$ cat config.mk
export PLATFORM = sky130hd
export DESIGN_NAME = fpu_result_pack
export DESIGN_NICKNAME = d
export VERILOG_FILES = /design/src/rtl/fpu_pkg.sv /design/src/rtl/fpu_round_rne.sv /design/src/rtl/fpu_result_pack.sv
export SDC_FILE = /design/constraint.sdc
export NUM_CORES = 1
export LEC_CHECK = 0
export ABC_AREA = 1
export ABC_CLOCK_PERIOD_IN_PS = 1700
export CORE_MARGIN = 2
export CORE_UTILIZATION = 30
export DETAILED_ROUTE_END_ITERATION = 8
export SLEW_MARGIN = 5
export SYNTH_ARGS = -nofsm -noshare
export SYNTH_HDL_FRONTEND = slang
export SYNTH_SLANG_ARGS = --single-unit
$ cat constraint.sdc
create_clock -name i_clk -period 1.7 [get_ports i_clk]
set_input_delay 0.255 -clock i_clk [delete_from_list [all_inputs] [get_ports i_clk]]
set_output_delay 0.255 -clock i_clk [all_outputs]
set_load 0.02 [all_outputs]
$ cat src/rtl/fpu_pkg.sv
// Shared FP32 definitions for the add/sub unit: field widths, exponent constants and the
// canonical quiet-NaN pattern.
package fpu_pkg;

  localparam int unsigned FP_EXP_W  = 8;
  localparam int unsigned FP_FRAC_W = 23;
  localparam int unsigned BIAS      = 127;
  localparam int unsigned EXP_MAX   = 255;
  localparam logic [31:0] FP_QNAN   = 32'h7FC0_0000;

  typedef struct packed {
    logic                 sign;
    logic [FP_EXP_W-1:0]  exp;
    logic [FP_FRAC_W-1:0] frac;
  } fp32_t;

  typedef struct packed {
    logic invalid;
    logic overflow;
    logic inexact;
  } fp_flags_t;

endpackage

$ cat src/rtl/fpu_round_rne.sv
// Round-to-nearest-even of a normalised {hidden,frac,G,R,S} mantissa, with carry
// renormalisation, overflow to Inf and flush of a zero exponent to signed zero.
module fpu_round_rne #(
  parameter int unsigned EXP_W  = 8,
  parameter int unsigned FRAC_W = 23
) (
  input  logic                    sign_i,
  input  logic [EXP_W:0]          exp_i,
  input  logic [FRAC_W+3:0]       mant_i,
  output logic [EXP_W+FRAC_W:0]   result_o,
  output logic                    overflow_o,
  output logic                    inexact_o
);

  localparam int unsigned MantW = FRAC_W + 1;
  localparam logic [EXP_W+1:0] ExpMax = {2'b00, {EXP_W{1'b1}}};

  logic               guard, rnd, sticky, lsb, round_up;
  logic [MantW:0]     sum;
  logic [EXP_W+1:0]   exp_r;
  logic [FRAC_W-1:0]  frac;

  always_comb begin
    guard    = mant_i[2];
    rnd      = mant_i[1];
    sticky   = mant_i[0];
    lsb      = mant_i[3];
    round_up = guard & (rnd | sticky | lsb);

    // One bit of headroom so an all-ones mantissa carries out instead of wrapping.
    sum   = {1'b0, mant_i[FRAC_W+3:3]} + {{MantW{1'b0}}, round_up};
    exp_r = {1'b0, exp_i} + {{(EXP_W+1){1'b0}}, sum[MantW]};
    frac  = sum[MantW] ? sum[FRAC_W:1] : sum[FRAC_W-1:0];

    result_o   = {sign_i, exp_r[EXP_W-1:0], frac};
    overflow_o = 1'b0;
    inexact_o  = guard | rnd | sticky;

    if (exp_r >= ExpMax) begin
      result_o   = {sign_i, {EXP_W{1'b1}}, {FRAC_W{1'b0}}};
      overflow_o = 1'b1;
      inexact_o  = 1'b1;
    end else if (exp_r == '0) begin
      result_o  = {sign_i, {(EXP_W+FRAC_W){1'b0}}};
      inexact_o = 1'b1;
    end
  end

endmodule

$ cat src/rtl/fpu_result_pack.sv
// Final stage of the FP32 add/sub unit: merges exception-unit special cases with the rounded
// datapath result and presents it through a 2-stage valid/ready pipeline.
module fpu_result_pack
  import fpu_pkg::*;
#(
  parameter int unsigned EXP_W  = FP_EXP_W,
  parameter int unsigned FRAC_W = FP_FRAC_W,
  parameter logic [31:0] QNAN   = FP_QNAN
) (
  input  logic        i_clk,
  input  logic        i_rst_n,
  input  logic        i_valid,
  output logic        o_ready,
  input  logic        i_aos,
  input  logic        i_signA,
  input  logic        i_signB,
  input  logic [7:0]  i_expA,
  input  logic        i_spe_sig,
  input  logic        i_spe_m,
  input  logic        i_e_mt,
  input  logic        i_res_sign,
  input  logic [8:0]  i_res_exp,
  input  logic [26:0] i_res_mant,
  input  logic        i_res_zero,
  output logic        o_valid,
  input  logic        i_ready,
  output logic [31:0] o_result,
  output logic        o_invalid,
  output logic        o_overflow,
  output logic        o_inexact
);

  logic [EXP_W+FRAC_W:0] rnd_result;
  logic                  rnd_overflow, rnd_inexact;
  logic                  inf_sign;

  fp32_t     s1_result_d, s1_result_q, s2_result_q;
  fp_flags_t s1_flags_d, s1_flags_q, s2_flags_q;
  logic      s1_valid_q, s2_valid_q;
  logic      s1_adv;

  fpu_round_rne #(
    .EXP_W  (EXP_W),
    .FRAC_W (FRAC_W)
  ) u_round (
    .sign_i     (i_res_sign),
    .exp_i      (i_res_exp),
    .mant_i     (i_res_mant),
    .result_o   (rnd_result),
    .overflow_o (rnd_overflow),
    .inexact_o  (rnd_inexact)
  );

  // Ready ripples combinationally from the output back through both stages.
  assign s1_adv  = ~s2_valid_q | i_ready;
  assign o_ready = ~s1_valid_q | s1_adv;

  // The Inf operand donates the sign; otherwise B is the Inf and SUB negates it.
  assign inf_sign = ((i_expA == 8'hFF) || i_e_mt) ? i_signA : (i_signB ^ ~i_aos);

  always_comb begin
    s1_result_d          = rnd_result;
    s1_flags_d.invalid   = 1'b0;
    s1_flags_d.overflow  = rnd_overflow;
    s1_flags_d.inexact   = rnd_inexact;
    if (i_spe_m) begin
      s1_result_d = QNAN;
      s1_flags_d  = '{invalid: 1'b1, overflow: 1'b0, inexact: 1'b0};
    end else if (i_spe_sig) begin
      s1_result_d = '{sign: inf_sign, exp: '1, frac: '0};
      s1_flags_d  = '0;
    end else if (i_res_zero) begin
      s1_result_d = '0;
      s1_flags_d  = '0;
    end
  end

  always_ff @(posedge i_clk or negedge i_rst_n) begin
    if (!i_rst_n) begin
      s1_valid_q  <= 1'b0;
      s1_result_q <= '0;
      s1_flags_q  <= '0;
      s2_valid_q  <= 1'b0;
      s2_result_q <= '0;
      s2_flags_q  <= '0;
    end else begin
      if (o_ready) begin
        s1_valid_q <= i_valid;
        if (i_valid) begin
          s1_result_q <= s1_result_d;
          s1_flags_q  <= s1_flags_d;
        end
      end
      if (s1_adv) begin
        s2_valid_q <= s1_valid_q;
        if (s1_valid_q) begin
          s2_result_q <= s1_result_q;
          s2_flags_q  <= s1_flags_q;
        end
      end
    end
  end

  assign o_valid    = s2_valid_q;
  assign o_result   = s2_result_q;
  assign o_invalid  = s2_flags_q.invalid;
  assign o_overflow = s2_flags_q.overflow;
  assign o_inexact  = s2_flags_q.inexact;

endmodule

==> flow_metrics.tcl, run 1 <==
set metrics [dict create \
    outcome "complete, but fails checks" \
    violations "negative setup slack" \
    drv_slew 0 \
    clock_skew_ps 3.159 \
    timing.final.crit_period_ps 2516 \
    ys.flop_type "dfrtp_1" \
    floorplan.initialDensity 0.3037 \
    initialDrtViolationCount 176 \
    wl_met1_um 5325 \
    grt_pass1_vias 4087 \
    synth_area_leaders "dfrtp_1 (45%), nand2_1 (11%), inv_1 (4.9%)" \
    ant_nets 0 \
    htreeDepth 3 \
    syn_avg_cell_area_um2 8.044 \
    max_cap_violations 0 \
    core_area_um2 13090 \
    tightestPinTransition_ps 391.8 \
    hold_viol 0 \
    boundaryPins 93 \
    synth_simple_gate_area_frac 0.2796 \
    netlist_area_um2 3974 \
    relSlewSlack 0.7388 \
    cp.arrival_ps 2770 \
    final.period_utilization 1.480 \
    drive_gt1_frac 0.3536 \
    seq_area_frac_synth 0.4534 \
    yosys_warnings 0 \
    power_switching_share 0.2769 \
    root_buffer "clkbuf_16" \
    grt_pass1_wl_um 19530 \
    io_buffers 92 \
    synth_adder_area_share 0.009446 \
    areaGrowthSynthToFinish_pct 67.63 \
    die_y_um 119.1 \
    clockBufferDepth 2 \
    setup_violations 33 \
    crit_buf_inv 6 \
    p_comb_frac 0.245 \
    setup_ws_ps -816.0 \
    power_density_nw_per_um2 779.1 \
    gp_congestion 0.9224 \
    rsz0062_at_grt "true" \
    dieArea_um2 14180 \
    synth_mux_area_frac 0.03117 \
    grtUsageTotal 0.1722 \
    synthDominantCellAreaShare 0.4534 \
    critPathTopFamily "simple AND/OR/NAND/NOR gates" \
    insertion_delay_ps 330 \
    synthXorXnorAreaFrac 0.03747 \
    synth-seq-cells 72 \
    fin_setup_tns_ps -23990 \
    dp_cells 835 \
    synth_top_family_by_area "simple AND/OR/NAND/NOR gates" \
    nNetsFinal 761 \
    diodes 0 \
    worstPathRequired_ps 1950 \
    p_int_uw 3753 \
    p_clk_frac 0.378 \
    cts_tree "yes" \
    dieWidth_um 119.1 \
    route.vias.total 4013 \
    synth_edf_count 0 \
    firstDrtPassIters 4 \
    fillers 1209 \
    cp_slowest_cell "ha_4" \
    met3_length_um 562 \
    dp_hpwl_um 8807 \
    avgRoutedWirePerCell_um 13.57 \
    yosysMostFrequentCell "nand2_1" \
    switching_power_uw 1437 \
    grt.overflow.total 0 \
    row_count 42 \
    grt_max_degree 73 \
    synth-async-reset-ratio 1.000 \
    vias_per_cell 4.545 \
    clock_sinks 72 \
    cpMostUsedCell "nor2_4" \
    cellLeakagePower_uw 0.002980 \
    yosys.area.top_type "dfrtp_1" \
    synth_cells 494 \
    slowest_delay_ps 170 \
    syn_nets 553 \
    end_kind "flop" \
    crit_fanout 4 \
    cts_buffers 9 \
    final_cells 883 \
    hold_class "in -> reg" \
    top_layer "met4" \
    drt-total-wl_um 11980 \
    fmax_mhz 397.5 \
    met2WireLength_um 5806 \
    synth_cell_type_count 39 \
    crit_type "in -> reg" \
    vdd_drop_max_uv 480.7 \
    seqPwrFrac 0.376 \
    synth_compound_area_frac 0.1127 \
    antenna_found_initial 0 \
    path_clk_slew_ps 60 \
    synth_common_cells "nand2_1 (116), dfrtp_1 (72), inv_1 (52)" \
    drc_errors 0 \
    cp-start-kind "input pin" \
]
[tightest hold or removal path: stages]
cell and delay (ps):
buf_2 120, ha_4 160, nand3_2 80, o21ai_2 60
[metal layers]
| metal | GRT usage | vias to the layer above |
|---|---|---|
| met5 | 0 | - |
| met1 | 0.2232 | 1873 |
| met2 | 0.2809 | 106 |
| li1 | - | 2010 |
| met4 | 0.06548 | 0 |
| met3 | 0.03784 | 24 |
[per-stage QoR]
step / total power [uW] / utilization / worst slack [ps] / hold slack [ps] / instance area, um2
after CTS: 5185 / 0.4895 / -721.9 / 369.7 / 6405
after detailed placement: 3182 / 0.4454 / -1775 / 325.2 / 5828
final: 5190 / 0.5091 / -816.0 / 384.1 / 6661
after global routing: 5429 / 0.5091 / -965.6 / 390.9 / 6661
after global placement: 3168 / 0.4454 / -1667 / 308.9 / 5828
after floorplan: 2486 / - / -1042 / -40.59 / 4074
[final timing paths]
kind | startpoint | to | slack [ps] | cells past startpoint
setup / recovery | i_res_mant[3] | s1_result_q[12] | -820 | 25
min in group asynchronous | i_rst_n | o_result[2] | 480 | 3
hold reg to reg | o_result[15] | o_result[15] | 480 | 2
max in group asynchronous | i_rst_n | s1_result_q[23] | 900 | 3
hold / removal | i_res_mant[4] | s1_result_q[1] | 380 | 4
setup reg to reg | s1_valid_q | s1_result_q[12] | 170 | 10
[placed cells by master, fill, tap and decap left out, types with 21 or more instances in the layout]
| master | instances |
|---|---|
| nand3_1 | 21 |
| nand2_2 | 21 |
| nor2_1 | 40 |
| buf_4 | 108 |
| o21ai_0 | 29 |
| dfrtp_1 | 72 |
| clkdlybuf4s50_1 | 75 |
| nand2_1 | 98 |
| inv_1 | 47 |
[logic make-up after synthesis]
kind of cell,Yosys count
AND/OR/NAND/NOR,238
flip-flops,72
adder cells (fa/ha/maj),3
buffers and inverters,72
AO/OA/AOI/OAI,81
XOR/XNOR,17
multiplexers,11
[timing repair]
item | CTS | global route
endpoints found under the setup margin | 34 | 33
gates cloned | 1 | 1
setup buffers | 21 | 9
gates resized for setup | 57 | 42
hold buffers | 1 | 0
pin swaps | 25 | 13
hold endpoints to repair | 72 | 0
[power groups by stage]
stage | clock, uW | sequential [uW] | combinational [uW]
floorplan | 0 | 2100 | 383
global placement | 0 | 1980 | 1190
detailed placement | 0 | 1980 | 1200
CTS | 2000 | 1950 | 1230
global route | 2080 | 1970 | 1380
finish | 1960 | 1950 | 1270
[registers in the layout (all words and copies together) (netlist names)]
| register | cells |
|---|---|
| s1_flags_q | 3 |
| o_overflow | 1 |
| o_inexact | 1 |
| s1_result_q | 32 |
| s1_valid_q | 1 |
| o_result | 32 |
| o_invalid | 1 |
| o_valid | 1 |
[area by class of cell]
| cell class | count | area (um2) | share of cell area |
|---|---|---|---|
| clock inverters | 4 | 51.30 | 0.007701 |
| repair buffers | 208 | 1848 | 0.2774 |
| inverters | 59 | 227.7 | 0.03418 |
| multi-input cells | 352 | 2246 | 0.3372 |
| clock buffers | 12 | 266.5 | 0.04001 |
| well taps | 176 | 220.2 | 0.03306 |
| flip-flops and latches | 72 | 1802 | 0.2705 |
Note: power is estimated with default switching activity, not from simulation.
==> run 2: changes to the inputs <==
--- a/config.mk
+++ b/config.mk
@@ -10,6 +10,7 @@
 export CORE_MARGIN = 2
 export CORE_UTILIZATION = 30
 export DETAILED_ROUTE_END_ITERATION = 8
+export GPL_TIMING_DRIVEN = 1
 export SLEW_MARGIN = 5
 export SYNTH_ARGS = -nofsm -noshare
 export SYNTH_HDL_FRONTEND = slang
==> results of run 2 <==
Same layout as run 1: the final DEF is identical, and so are final timing and power.
==> run 3: changes to the inputs <==
--- a/config.mk
+++ b/config.mk
@@ -7,7 +7,7 @@
 export LEC_CHECK = 0
 export ABC_AREA = 1
 export ABC_CLOCK_PERIOD_IN_PS = 1700
-export CORE_MARGIN = 2
+export CORE_MARGIN = 10
 export CORE_UTILIZATION = 30
 export DETAILED_ROUTE_END_ITERATION = 8
 export GPL_TIMING_DRIVEN = 1
==> flow_metrics.tcl, run 3 (synthesis gave the netlist of run 1 again) <==
set metrics [dict create \
    outcome "complete, but fails checks" \
    violations "negative setup slack" \
    setup_ws_ps -755.8 \
    vdd_drop_max_uv 489.1 \
    grt.overflow.total 0 \
    final.period_utilization 1.445 \
    cts_buffers 9 \
    cp-start-kind "input pin" \
    final_common_cell "nand2_1" \
    areaGrowthSynthToFinish_pct 60.86 \
    htreeDepth 3 \
    grt_max_degree 73 \
    dieWidth_um 135.1 \
    clockBufferDepth 2 \
    hold_viol 0 \
    avgRoutedWirePerCell_um 14.59 \
    diodes 0 \
    row_count 41 \
    drt-total-wl_um 12470 \
    max_cap_violations 0 \
    io_buffers 92 \
    insertion_delay_ps 330 \
    path_clk_slew_ps 60 \
    placed_area_um2 5813 \
    boundaryPins 93 \
    worstPathRequired_ps 1980 \
    route.vias.total 3913 \
    p_clk_frac 0.389 \
    grt_pass1_wl_um 20290 \
    dp_hpwl_um 9627 \
    hold_class "in -> reg" \
    nNetsFinal 737 \
    gp_congestion 0.8697 \
    multi_input_area_um2 2142 \
    floorplan.initialDensity 0.3111 \
    firstDrtPassIters 6 \
    fmax_mhz 407.2 \
    cpMostUsedCell "nor2_4" \
    end_kind "flop" \
    timing.final.crit_period_ps 2456 \
    crit_type "in -> reg" \
    postLayoutCellArea_um2 6392 \
    power_switching_share 0.2737 \
    dp_cells 828 \
    power_density_nw_per_um2 816.7 \
    crit_fanout 8 \
    root_buffer "clkbuf_16" \
    clock_skew_ps 5.922 \
    final_cells 855 \
    setup_violations 33 \
    clock_sinks 72 \
    tightestPinTransition_ps 391.6 \
    rsz0062_at_grt "true" \
    p_comb_frac 0.236 \
    seqPwrFrac 0.375 \
    fillers 1212 \
    drv_slew 0 \
    cp_slowest_cell "nor2_4" \
    cp.arrival_ps 2730 \
    crit_chain "buf_8 > nand2_8 > inv_4 > ha_4 > nand2_4 > nor2_4 > nand2_2 > nor2_4 > inv_2 > nor3_4 > nand3_2 > inv_2 > ha_4 > ha_4 > nand2_4 > nor2_4 > nand3_2 > nand3_4 > nor2_4 > nand2_4 > nand2_8 > nor2_4 > nand3_2 > nand2_1" \
    p_int_uw 3792 \
    drc_errors 0 \
    die_y_um 135.1 \
    slowest_delay_ps 250 \
    cts_tree "yes" \
    antenna_found_initial 0 \
    vias_per_cell 4.577 \
    grtUsageTotal 0.1377 \
    switching_power_uw 1429 \
    mostFrequentLayoutCells "nand2_1 (103), buf_4 (83), clkdlybuf4s50_1 (73)" \
    drive_gt1_frac 0.3089 \
    initialDrtViolationCount 249 \
    ant_nets 0 \
    relSlewSlack 0.7389 \
    dieArea_um2 18250 \
    grt_pass1_vias 4046 \
    regArea_um2 1802 \
    core_area_um2 12770 \
    cellLeakagePower_uw 0.002844 \
]
[run 3: changes by cell type in the layout (fill, tap and decap cells not counted), sizes merged]
cell	before	now
clkbuf	12	11
inv	57	56
dlygate4sd2	13	15
clkinvlp	1	2
clkdlybuf4s50	75	73
nor2	62	61
buf	119	96
bufinv	1	2
[run 3: timing repair]
item | CTS | global route
cloned | 1 | 0
endpoints found under the setup margin | 34 | 33
setup buffers | 4 | 5
endpoints found under the hold margin | 72 | 0
hold buffers | 1 | 0
resized for setup | 59 | 20
pin swaps | 20 | 8
[run 3: worst paths after layout]
kind,to,depth (start not counted),start,slack (ps)
min in group asynchronous,o_result[28],3,i_rst_n,480
max in group asynchronous,o_result[14],3,i_rst_n,910
max reg2reg,s1_result_q[20],9,s1_valid_q,200
min,s1_flags_q[0],5,i_res_mant[2],300
min reg2reg,o_result[10],2,o_result[10],490
max,s1_result_q[20],24,i_res_mant[3],-760
[run 3: worst max-delay path, delay by kind of cell]
| family | cells | cell delay [ps] |
|---|---|---|
| and+or+nand+nor | 17 | 1700 |
| adders and majority gates | 3 | 470 |
| buffers and inverters | 4 | 270 |
[run 3: power by group through the flow]
stage / Sequential [uW] / Combinational, uW / Clock (uW)
2_1_floorplan: 2100 / 383 / 0
3_3_place_gp: 1980 / 1200 / 0
3_5_place_dp: 1990 / 1210 / 0
4_1_cts: 1960 / 1230 / 2070
5_1_grt: 1970 / 1340 / 2140
6_report: 1960 / 1230 / 2030
[run 3: routing by layer]
layer	vias up	global-route usage	routed length (um)
met4	0	0.05682	252
met3	18	0.02967	585
li1	1958	-	-
met1	1848	0.1734	5689
met5	-	0	0
met2	89	0.2227	5946
[run 3: per-stage QoR]
step	setup TNS, ps	total power [uW]	util	hold WS [ps]	setup WS [ps]
6_report	-23540	5221	0.5004	303.0	-755.8
5_1_grt	-29020	5457	0.5004	342.4	-945.9
3_3_place_gp	-53780	3178	0.4551	309.3	-1671
3_5_place_dp	-56820	3194	0.4551	316.5	-1790
4_1_cts	-22000	5257	0.4916	311.4	-710.5
2_1_floorplan	-29690	2486	-	-40.59	-1042
[run 3: area by class of cell]
class,count,share of cell area
Clock buffer,11,0.03797
Clock inverter,5,0.01253
Inverter,59,0.03601
Multi-Input combinational cell,351,0.3351
Sequential cell,72,0.2819
Tap cell,172,0.03367
Timing Repair Buffer,185,0.2629
